### config.mk
export PLATFORM = sky130hd
export DESIGN_NAME = vga_timing_monitor_flat
export DESIGN_NICKNAME = d
export VERILOG_FILES = /design/src/rtl/vga_timing_monitor_if.sv /design/src/rtl/vga_timing_monitor.sv /design/src/flat_wrapper.sv
export SDC_FILE = /design/constraint.sdc
export NUM_CORES = 1
export LEC_CHECK = 0
export ABC_AREA = 1
export CAP_MARGIN = 10
export CORE_ASPECT_RATIO = 0.5
export CORE_MARGIN = 10
export CORE_UTILIZATION = 53
export CTS_BUF_LIST = sky130_fd_sc_hd__clkbuf_2 sky130_fd_sc_hd__clkbuf_4 sky130_fd_sc_hd__clkbuf_8
export DETAILED_ROUTE_END_ITERATION = 10
export PLACE_DENSITY_LB_ADDON = 0.1
export SYNTH_ARGS = -nofsm -noshare
export SYNTH_HDL_FRONTEND = slang
export SYNTH_SLANG_ARGS = --single-unit
export TNS_END_PERCENT = 5
### constraint.sdc
create_clock -name clk -period 5.3 [get_ports clk]
set_clock_uncertainty 0.05 [all_clocks]
set_input_delay 1.06 -clock clk [delete_from_list [all_inputs] [get_ports clk]]
set_output_delay 1.06 -clock clk [all_outputs]
set_load 0.005 [all_outputs]
### src/rtl/vga_timing_monitor_if.sv
// Timing-only VGA bundle (counts, syncs, blanks) shared between generator and consumers.
interface itf_vga_no_rgb;
    logic [10:0] vcount;
    logic        vsync;
    logic        vblnk;
    logic [10:0] hcount;
    logic        hsync;
    logic        hblnk;

    modport in  (input  vcount, vsync, vblnk, hcount, hsync, hblnk);
    modport out (output vcount, vsync, vblnk, hcount, hsync, hblnk);
endinterface

### src/rtl/vga_timing_monitor.sv
// Passive checker for the itf_vga_no_rgb timing bundle: lock tracking, frame counting, sticky errors.
// Define VGA_MON_SYNC_CHECK_EN to also check hsync/hblnk/vsync/vblnk decode (err_flags[5:2]).
//
// state  | meaning
// SEARCH | no checks, waiting for an hcount=0/vcount=0 sample
// LOCKED | every sample checked against the expected sequence and decode
module vga_timing_monitor #(
    parameter int H_TOTAL      = 1056,
    parameter int H_ACTIVE     = 800,
    parameter int H_SYNC_START = 840,
    parameter int H_SYNC_LEN   = 128,
    parameter int V_TOTAL      = 628,
    parameter int V_ACTIVE     = 600,
    parameter int V_SYNC_START = 601,
    parameter int V_SYNC_LEN   = 4
) (
    input  logic         clk,
    input  logic         rst_n,
    itf_vga_no_rgb.in    vga_in,
    input  logic         clr_err,
    output logic         locked,
    output logic         frame_start,
    output logic         err_pulse,
    output logic [5:0]   err_flags,
    output logic [7:0]   err_count,
    output logic [15:0]  frame_count
);

    localparam logic [10:0] HT    = 11'(H_TOTAL);
    localparam logic [10:0] HT_M1 = 11'(H_TOTAL - 1);
    localparam logic [10:0] VT    = 11'(V_TOTAL);
    localparam logic [10:0] VT_M1 = 11'(V_TOTAL - 1);

    typedef enum logic {SEARCH, LOCKED} state_t;
    state_t state;

    logic        s1_valid;
    logic [10:0] h_s1, v_s1;
    logic        hs_s1, hb_s1, vs_s1, vb_s1;
    logic [10:0] h_prev, v_prev;

    logic [10:0] exp_h, exp_v;
    logic [5:0]  err_now;
    logic [5:0]  chk_err;
    logic        is_origin;

`ifdef VGA_MON_SYNC_CHECK_EN
    localparam logic [10:0] HA  = 11'(H_ACTIVE);
    localparam logic [10:0] HSS = 11'(H_SYNC_START);
    localparam logic [10:0] HSE = 11'(H_SYNC_START + H_SYNC_LEN);
    localparam logic [10:0] VA  = 11'(V_ACTIVE);
    localparam logic [10:0] VSS = 11'(V_SYNC_START);
    localparam logic [10:0] VSE = 11'(V_SYNC_START + V_SYNC_LEN);
`else
    logic unused_sync;
    assign unused_sync = ^{hs_s1, hb_s1, vs_s1, vb_s1};
`endif

    // Expected counts are derived from the sample before the one being checked
    always_comb begin
        exp_h = (h_prev == HT_M1) ? 11'd0 : h_prev + 11'd1;
        exp_v = v_prev;
        if (h_prev == HT_M1)
            exp_v = (v_prev == VT_M1) ? 11'd0 : v_prev + 11'd1;

        err_now    = '0;
        err_now[0] = (h_s1 != exp_h) || (h_s1 >= HT);
        err_now[1] = (v_s1 != exp_v) || (v_s1 >= VT);
`ifdef VGA_MON_SYNC_CHECK_EN
        err_now[2] = hs_s1 != ((h_s1 >= HSS) && (h_s1 < HSE));
        err_now[3] = hb_s1 != (h_s1 >= HA);
        err_now[4] = vs_s1 != ((v_s1 >= VSS) && (v_s1 < VSE));
        err_now[5] = vb_s1 != (v_s1 >= VA);
`endif
        chk_err   = (s1_valid && state == LOCKED) ? err_now : 6'd0;
        is_origin = (h_s1 == 11'd0) && (v_s1 == 11'd0);
    end

    always_ff @(posedge clk) begin
        if (!rst_n) begin
            state       <= SEARCH;
            s1_valid    <= 1'b0;
            h_s1        <= '0;
            v_s1        <= '0;
            hs_s1       <= 1'b0;
            hb_s1       <= 1'b0;
            vs_s1       <= 1'b0;
            vb_s1       <= 1'b0;
            h_prev      <= '0;
            v_prev      <= '0;
            locked      <= 1'b0;
            frame_start <= 1'b0;
            err_pulse   <= 1'b0;
            err_flags   <= '0;
            err_count   <= '0;
            frame_count <= '0;
        end else begin
            s1_valid <= 1'b1;
            h_s1     <= vga_in.hcount;
            v_s1     <= vga_in.vcount;
            hs_s1    <= vga_in.hsync;
            hb_s1    <= vga_in.hblnk;
            vs_s1    <= vga_in.vsync;
            vb_s1    <= vga_in.vblnk;
            h_prev   <= h_s1;
            v_prev   <= v_s1;

            frame_start <= 1'b0;
            err_pulse   <= 1'b0;

            if (s1_valid) begin
                case (state)
                    SEARCH: begin
                        if (is_origin) begin
                            state       <= LOCKED;
                            locked      <= 1'b1;
                            frame_start <= 1'b1;
                            frame_count <= frame_count + 16'd1;
                        end
                    end
                    LOCKED: begin
                        if (|err_now) begin
                            state     <= SEARCH;
                            locked    <= 1'b0;
                            err_pulse <= 1'b1;
                        end else if (is_origin) begin
                            frame_start <= 1'b1;
                            frame_count <= frame_count + 16'd1;
                        end
                    end
                    default: begin
                        state  <= SEARCH;
                        locked <= 1'b0;
                    end
                endcase
            end

            // A clear coinciding with a new error keeps only that error
            if (clr_err) begin
                err_flags <= chk_err;
                err_count <= (|chk_err) ? 8'd1 : 8'd0;
            end else if (|chk_err) begin
                err_flags <= err_flags | chk_err;
                if (err_count != 8'hFF)
                    err_count <= err_count + 8'd1;
            end
        end
    end

endmodule

### src/flat_wrapper.sv
// flat-port wrapper written by rule: the top's interface ports become plain ports
module vga_timing_monitor_flat 
#(
    parameter int H_TOTAL      = 1056,
    parameter int H_ACTIVE     = 800,
    parameter int H_SYNC_START = 840,
    parameter int H_SYNC_LEN   = 128,
    parameter int V_TOTAL      = 628,
    parameter int V_ACTIVE     = 600,
    parameter int V_SYNC_START = 601,
    parameter int V_SYNC_LEN   = 4
)
  (clk, rst_n, clr_err, locked, frame_start, err_pulse, err_flags, err_count, frame_count, vga_in_vcount, vga_in_vsync, vga_in_vblnk, vga_in_hcount, vga_in_hsync, vga_in_hblnk);
  itf_vga_no_rgb vga_in_i ();
  input  logic clk;
  input  logic rst_n;
  input  logic clr_err;
  output logic locked;
  output logic frame_start;
  output logic err_pulse;
  output logic [5:0] err_flags;
  output logic [7:0] err_count;
  output logic [15:0] frame_count;
  input wire logic [$bits(vga_in_i.vcount)-1:0] vga_in_vcount;
  input wire logic [$bits(vga_in_i.vsync)-1:0] vga_in_vsync;
  input wire logic [$bits(vga_in_i.vblnk)-1:0] vga_in_vblnk;
  input wire logic [$bits(vga_in_i.hcount)-1:0] vga_in_hcount;
  input wire logic [$bits(vga_in_i.hsync)-1:0] vga_in_hsync;
  input wire logic [$bits(vga_in_i.hblnk)-1:0] vga_in_hblnk;
  assign vga_in_i.vcount = vga_in_vcount;
  assign vga_in_i.vsync = vga_in_vsync;
  assign vga_in_i.vblnk = vga_in_vblnk;
  assign vga_in_i.hcount = vga_in_hcount;
  assign vga_in_i.hsync = vga_in_hsync;
  assign vga_in_i.hblnk = vga_in_hblnk;
  vga_timing_monitor #(.H_TOTAL(H_TOTAL), .H_ACTIVE(H_ACTIVE), .H_SYNC_START(H_SYNC_START), .H_SYNC_LEN(H_SYNC_LEN), .V_TOTAL(V_TOTAL), .V_ACTIVE(V_ACTIVE), .V_SYNC_START(V_SYNC_START), .V_SYNC_LEN(V_SYNC_LEN)) u_core (.clk(clk), .rst_n(rst_n), .vga_in(vga_in_i), .clr_err(clr_err), .locked(locked), .frame_start(frame_start), .err_pulse(err_pulse), .err_flags(err_flags), .err_count(err_count), .frame_count(frame_count));
endmodule
* Word level (Yosys, flattened, before mapping)
Index checks and enable logic that the tools add are counted.
W data, S select, Z words.
** Storage, ports and cells
- Input bits :: 29
- Word-level logic and storage cells :: 66
- Output and inout port bits :: 33
- Bits in registers :: 79
** Cells by class
- Bitwise gates (word level) :: 2
- Add/subtract/negate cells :: 4
- Multiplexer cells :: 23
- Order comparisons :: 2
- Reduce and logical (&&, ||, !) cells :: 15
- Equal/unequal tests :: 8
** Operators with widths (count)
- $mux W11 :: 3
- $mux W16 :: 2
- $pmux W16 S2 :: 1
- $mux W8 :: 3
- $add A11 B1 Y11 const B :: 2
- $logic_not A11 Y1 :: 2
- $ne A11 B11 Y1 :: 2
- $add A16 B1 Y16 const B :: 1
- $mux W6 :: 2
- $eq A11 B10 Y1 const B :: 1
- $eq A11 B11 Y1 const B :: 1
- $ge A11 B10 Y1 const B :: 1
- $ge A11 B11 Y1 const B :: 1
- $add A8 B1 Y8 const B :: 1
- $mux W1 :: 8
- $ne A8 B8 Y1 const B :: 1
- $or A6 B6 Y6 :: 1
- $pmux W1 S2 :: 3
- $reduce_and A2 Y1 :: 3
- $reduce_and A3 Y1 :: 2
- $reduce_or A6 Y1 :: 1
- $ne A2 B2 Y1 const B :: 2
- $reduce_bool A2 Y1 :: 2
- $logic_and A1 B1 Y1 :: 2
- other kinds (5) :: 6

* Longest topological paths before layout
- Depth in word-level cells :: 9
- Mapped depth :: 20
- Gate-level depth less buffers :: 19

* Worst setup path before layout
Ideal clock, no wire load.
- Path kind :: reg-to-reg
- Start point :: register u_core.h_prev[0]
- End point :: register u_core.frame_count[8]
- Data required time :: 5.137 ns
- Stages on the path, launching flop included :: 18
- Setup time :: 0.113 ns
- Path slack :: 2.979 ns
- Data arrival time :: 2.158 ns
- Cell sequence :: dfxtp_1 ha_1 buf_4 nand4_2 nor2_4 buf_6 nand3_2 nand2_1 nand2_1 o21ai_2 nand2_1 nor2_2 nand3_2 nand2_4 buf_12 nand2_1 o21ai_1 nor2_1
** Between the ends
- Cells in the longest elaborated chain, start to end :: 7
** RTL lines
- start, declared :: line vga_timing_monitor.sv:40 : logic [10:0] h_prev, v_prev;
- start signal, assigned :: line vga_timing_monitor.sv:105 : h_prev <= h_s1;
- $add A11 B1 Y11 / $eq A11 B11 Y1 (equally long branches) :: line vga_timing_monitor.sv:61, vga_timing_monitor.sv:63
- $mux W11 (on tied branches) :: line vga_timing_monitor.sv:61, vga_timing_monitor.sv:63
- $ne A11 B11 Y1 (on tied branches) :: line vga_timing_monitor.sv:67, vga_timing_monitor.sv:68
- $logic_or A1 B1 Y1 (on tied branches) :: line vga_timing_monitor.sv:67, vga_timing_monitor.sv:68
- $reduce_or A2 Y1 (*) :: line vga_timing_monitor.sv:122 : if (|err_now) begin
- $ne A2 B2 Y1 (no line) (*)
- $reduce_and A2 Y1 (no line) (*)
- end signal, assigned :: line vga_timing_monitor.sv:118 : frame_count <= frame_count + 16'd1;
- end signal, assigned :: line vga_timing_monitor.sv:128 : frame_count <= frame_count + 16'd1;
- end, declared :: line vga_timing_monitor.sv:26 : output logic [15:0] frame_count
Mark *: on every way between the ends. The rest lies on a longest branch, timed or not.
A chain may end at the register's enable or synchronous reset.

* Worst setup path in the final report
- Start point :: register u_core.h_prev[0]
- End point :: register u_core.err_count[4]
** Between the ends
- Cells in the longest elaborated chain, start to end :: 8
** RTL lines
- $add A11 B1 Y11 / $eq A11 B11 Y1 (equally long branches) :: line vga_timing_monitor.sv:61, vga_timing_monitor.sv:63
- $mux W11 (on tied branches) :: line vga_timing_monitor.sv:61, vga_timing_monitor.sv:63
- $ne A11 B11 Y1 (on tied branches) :: line vga_timing_monitor.sv:67, vga_timing_monitor.sv:68
- $logic_or A1 B1 Y1 (on tied branches) :: line vga_timing_monitor.sv:67, vga_timing_monitor.sv:68
- $mux W2 (*) :: line vga_timing_monitor.sv:75 : chk_err = (s1_valid && state == LOCKED) ? err_now : 6'd0;
- $reduce_or A6 Y1 (*) :: line vga_timing_monitor.sv:142 : end else if (|chk_err) begin
- $reduce_bool A2 Y1 (no line) (*)
- $reduce_and A2 Y1 (no line) (*)
- end signal, assigned :: line vga_timing_monitor.sv:141 : err_count <= (|chk_err) ? 8'd1 : 8'd0;
- end signal, assigned :: line vga_timing_monitor.sv:145 : err_count <= err_count + 8'd1;
- end, declared :: line vga_timing_monitor.sv:25 : output logic [7:0] err_count,
Marks and branches as above.

==> impl_metrics.yaml <==
routing:
  ant_nets: 0
  routed_via_density: 4.84
  drt-wirelength-per-cell_um: 11.8
  route.detailed.drc: 0
  routed_wl_mm: 9.86
  dr.pass1.iters: 5
  drtIter0Drc: 214
  vias: 4060
placement:
  pre_cts_slack_ns: 2.01
  dp_cells: 823
  gp_congestion: 0.887
  dp_hpwl_mm: 7.21
  portBuffers: 53
global_route:
  grt_max_degree: 60
  grt_pass1_wl_mm: 17.0
  grt.total_usage: 0.164
  grt_pass1_vias: 3691
  overflow: 0
  antenna_found_initial: 0
cells_and_area:
  num_antenna_cells: 0
  drive_above_1_share: 0.0592
  syn_to_final_growth_pct: 17.6
  final_cells: 838
  finalNetCount: 755
synth:
  synth_warnings: 0
  ys_seq_area_frac: 0.352
  ys_ff_latch: 75
  postSynth.asyncResetShare: 0
  synth_edf_count: 0
  syn_inst: 672
  ys_types: 36
  ys.flop_type: "dfxtp_1"
  synth_area_per_cell_um2: 6.35
  syn_area_mm2: 0.00427
floorplanning:
  rows: 23
  die_y_um: 83.4
  pin_count: 62
  initial_core_util: 0.539
  core-area_mm2: 0.00791
  fp.dieArea_mm2: 0.0123
  die_w_um: 147
worst_setup_path:
  regToRegSetupSlack_ns: 2.00
  cp_top_family: "simple AND/OR/NAND/NOR gates"
  crit_buf_inv: 1
  crit_path_start_kind: "register"
  cp.arrival_ns: 3.49
  cpPeakStageDelay_ns: 0.40
  critPathRequiredTime_ns: 5.49
  cpMostUsedCell: "nand3_1"
  worst-setup-path-type: "register to register"
  crit_path_end_kind: "register"
  worst-path-max-fanout: 16
  worst_r2r_endpoint: "u_core.err_count[4]"
  cp_slowest_cell: "dfxtp_1"
  crit_chain: "ha_1, nand4_2, nor2_4, nand3_1, o21ai_0, inv_1, o21ai_0, nor2_2, nand3_1, nand3_1, nand2_1, a21oi_1"
  reg2reg_depth: 12
  r2r-start: "u_core.h_prev[0]"
cts:
  hold_buffers: 0
  clk_pin_slew_worst_paths_ns: 0.08
  numCtsBuffers: 9
  clockRootBuffer: "clkbuf_8"
  clk-insertion-delay-late_ns: 0.36
  cts.htree.levels: 3
  cts_tree: "done"
  post_cts_buffers: 0
  cts_repair_resize_count: 0
  clock-sinks: 75
  cts_buffer_depth: 2
timing:
  finalCritPeriodShare: 0.622
  maxSlewViolCount: 0
  tightest_slew_ns: 0.590
  finalSetupViolCount: 0
  min_period_ns: 3.30
  slew_headroom: 0.607
  hold_violations: 0
  fmaxAchievable_mhz: 303
  tns_ns: 0
  setup_slack_ns: 2.00
  rsz0062_at_grt: "false"
min_path:
  min_path_type: "register to register"
  hold_start: "u_core.v_s1[2]"
  holdPathStages: 2
  holdPathEnd: "u_core.v_prev[2]"
status:
  status: "finished, final reports clean"
power:
  ir_worst_vdd_v: 0.000199
  finalPower_w: 0.00114
  leakagePower_nw: 2.45
  p_per_area_mw_per_mm2: 227
run:
  drv_cap: 0
-- per-stage QoR --
stage	hold WS, ns	utilization	cell area [um^2]
2_1_floorplan	0.370	-	4280
3_3_place_gp	0.382	0.609	4820
3_5_place_dp	0.389	0.609	4820
4_1_cts	0.399	0.634	5020
5_1_grt	0.420	0.634	5020
6_report	0.395	0.634	5020
-- cell usage in the layout, fill, tap and decap left out, types with 2 or more instances in the layout --
cell,Yosys,layout
buf_4,7,2
clkdlybuf4s50_1,0,52
nand3b_1,9,9
o21ai_1,2,2
conb_1,1,4
nor2_2,5,5
nand2_1,221,221
xor2_1,10,10
o21ai_0,6,6
nand3_2,10,10
clkbuf_8,0,10
nand3_1,47,47
inv_1,117,117
nor4_1,5,5
dfxtp_1,75,75
nor2_1,77,77
nand4_1,29,29
nor3_1,8,8
a21oi_1,13,13
ha_1,4,4
-- worst reg2reg max path, stage by stage, from the launching register on --
cell and delay, ns:
dfxtp_1 0.40, ha_1 0.38, nand4_2 0.21, nor2_4 0.39
nand3_1 0.22, o21ai_0 0.19, inv_1 0.05, o21ai_0 0.26
nor2_2 0.13, nand3_1 0.36, nand3_1 0.35, nand2_1 0.14
a21oi_1 0.07
-- routing by layer --
layer  vias up  share of wire  GRT usage
met1      1792           0.46      0.205
met3        12          0.066     0.0639
met5         -              0          0
li1       2166              -          -
met4         0          0.011     0.0461
met2        90           0.46      0.257
-- Yosys cell counts, types with 2 or more instances --
master	n	area [um^2]
nand3b_1	9	67.6
nand3_1	47	235
o21ai_0	6	30.0
nand2_1	221	830
nor3_1	8	40.0
clkbuf_1	7	26.3
nand3_2	10	100
buf_4	7	52.6
nor2_1	77	289
xor2_1	10	87.6
buf_6	3	33.8
nor4_1	5	31.3
nor2_2	5	31.3
ha_1	4	50.1
o21ai_1	2	10.0
inv_1	117	439
a21oi_1	13	65.1
dfxtp_1	75	1500
nand4_1	29	181
-- power breakdown --
part           switching, W  internal, W
Combinational     0.0000542    0.0000419
Sequential        0.0000181     0.000580
Clock              0.000212     0.000233
-- kinds of logic after synthesis --
family | share of synthesized area
AND/OR/NAND/NOR | 0.448
other | 0.000879
flip-flops | 0.352
XOR/XNOR | 0.0226
buffers and inverters | 0.137
adder cells (fa/ha/maj) | 0.0117
AO/OA/AOI/OAI | 0.0284
-- flip-flops by register name (all words and copies together) (netlist names) --
name and flops:
u_core.frame_start 1, u_core.v_prev 11, u_core.locked 1, u_core.h_prev 11, u_core.h_s1 11, u_core.err_flags 2
u_core.state 1, u_core.frame_count 16, u_core.s1_valid 1, u_core.v_s1 11, u_core.err_count 8, u_core.err_pulse 1
-- how the worst max path moves through the flow --
stage                            endpoint        startpoint  depth (start not counted)
floorplan           u_core.frame_count[8]  u_core.h_prev[0]                         17
global placement      u_core.err_count[6]  u_core.h_prev[0]                         12
detailed placement    u_core.err_count[4]  u_core.h_prev[0]                         12
CTS                   u_core.err_count[4]  u_core.h_prev[0]                         13
global route          u_core.err_count[3]  u_core.h_prev[0]                         13
finish                u_core.err_count[4]  u_core.h_prev[0]                         12
-- layout make-up --
type / instances / area, um^2
fillers: 743 / 2900
repair buffers: 55 / 541
clock buffers: 11 / 145
inverters: 119 / 447
well taps: 112 / 140
clock inverters: 4 / 51.3
multi-input cells: 462 / 2190
flip-flops and latches: 75 / 1500
Power figures use the tool's default switching activity.
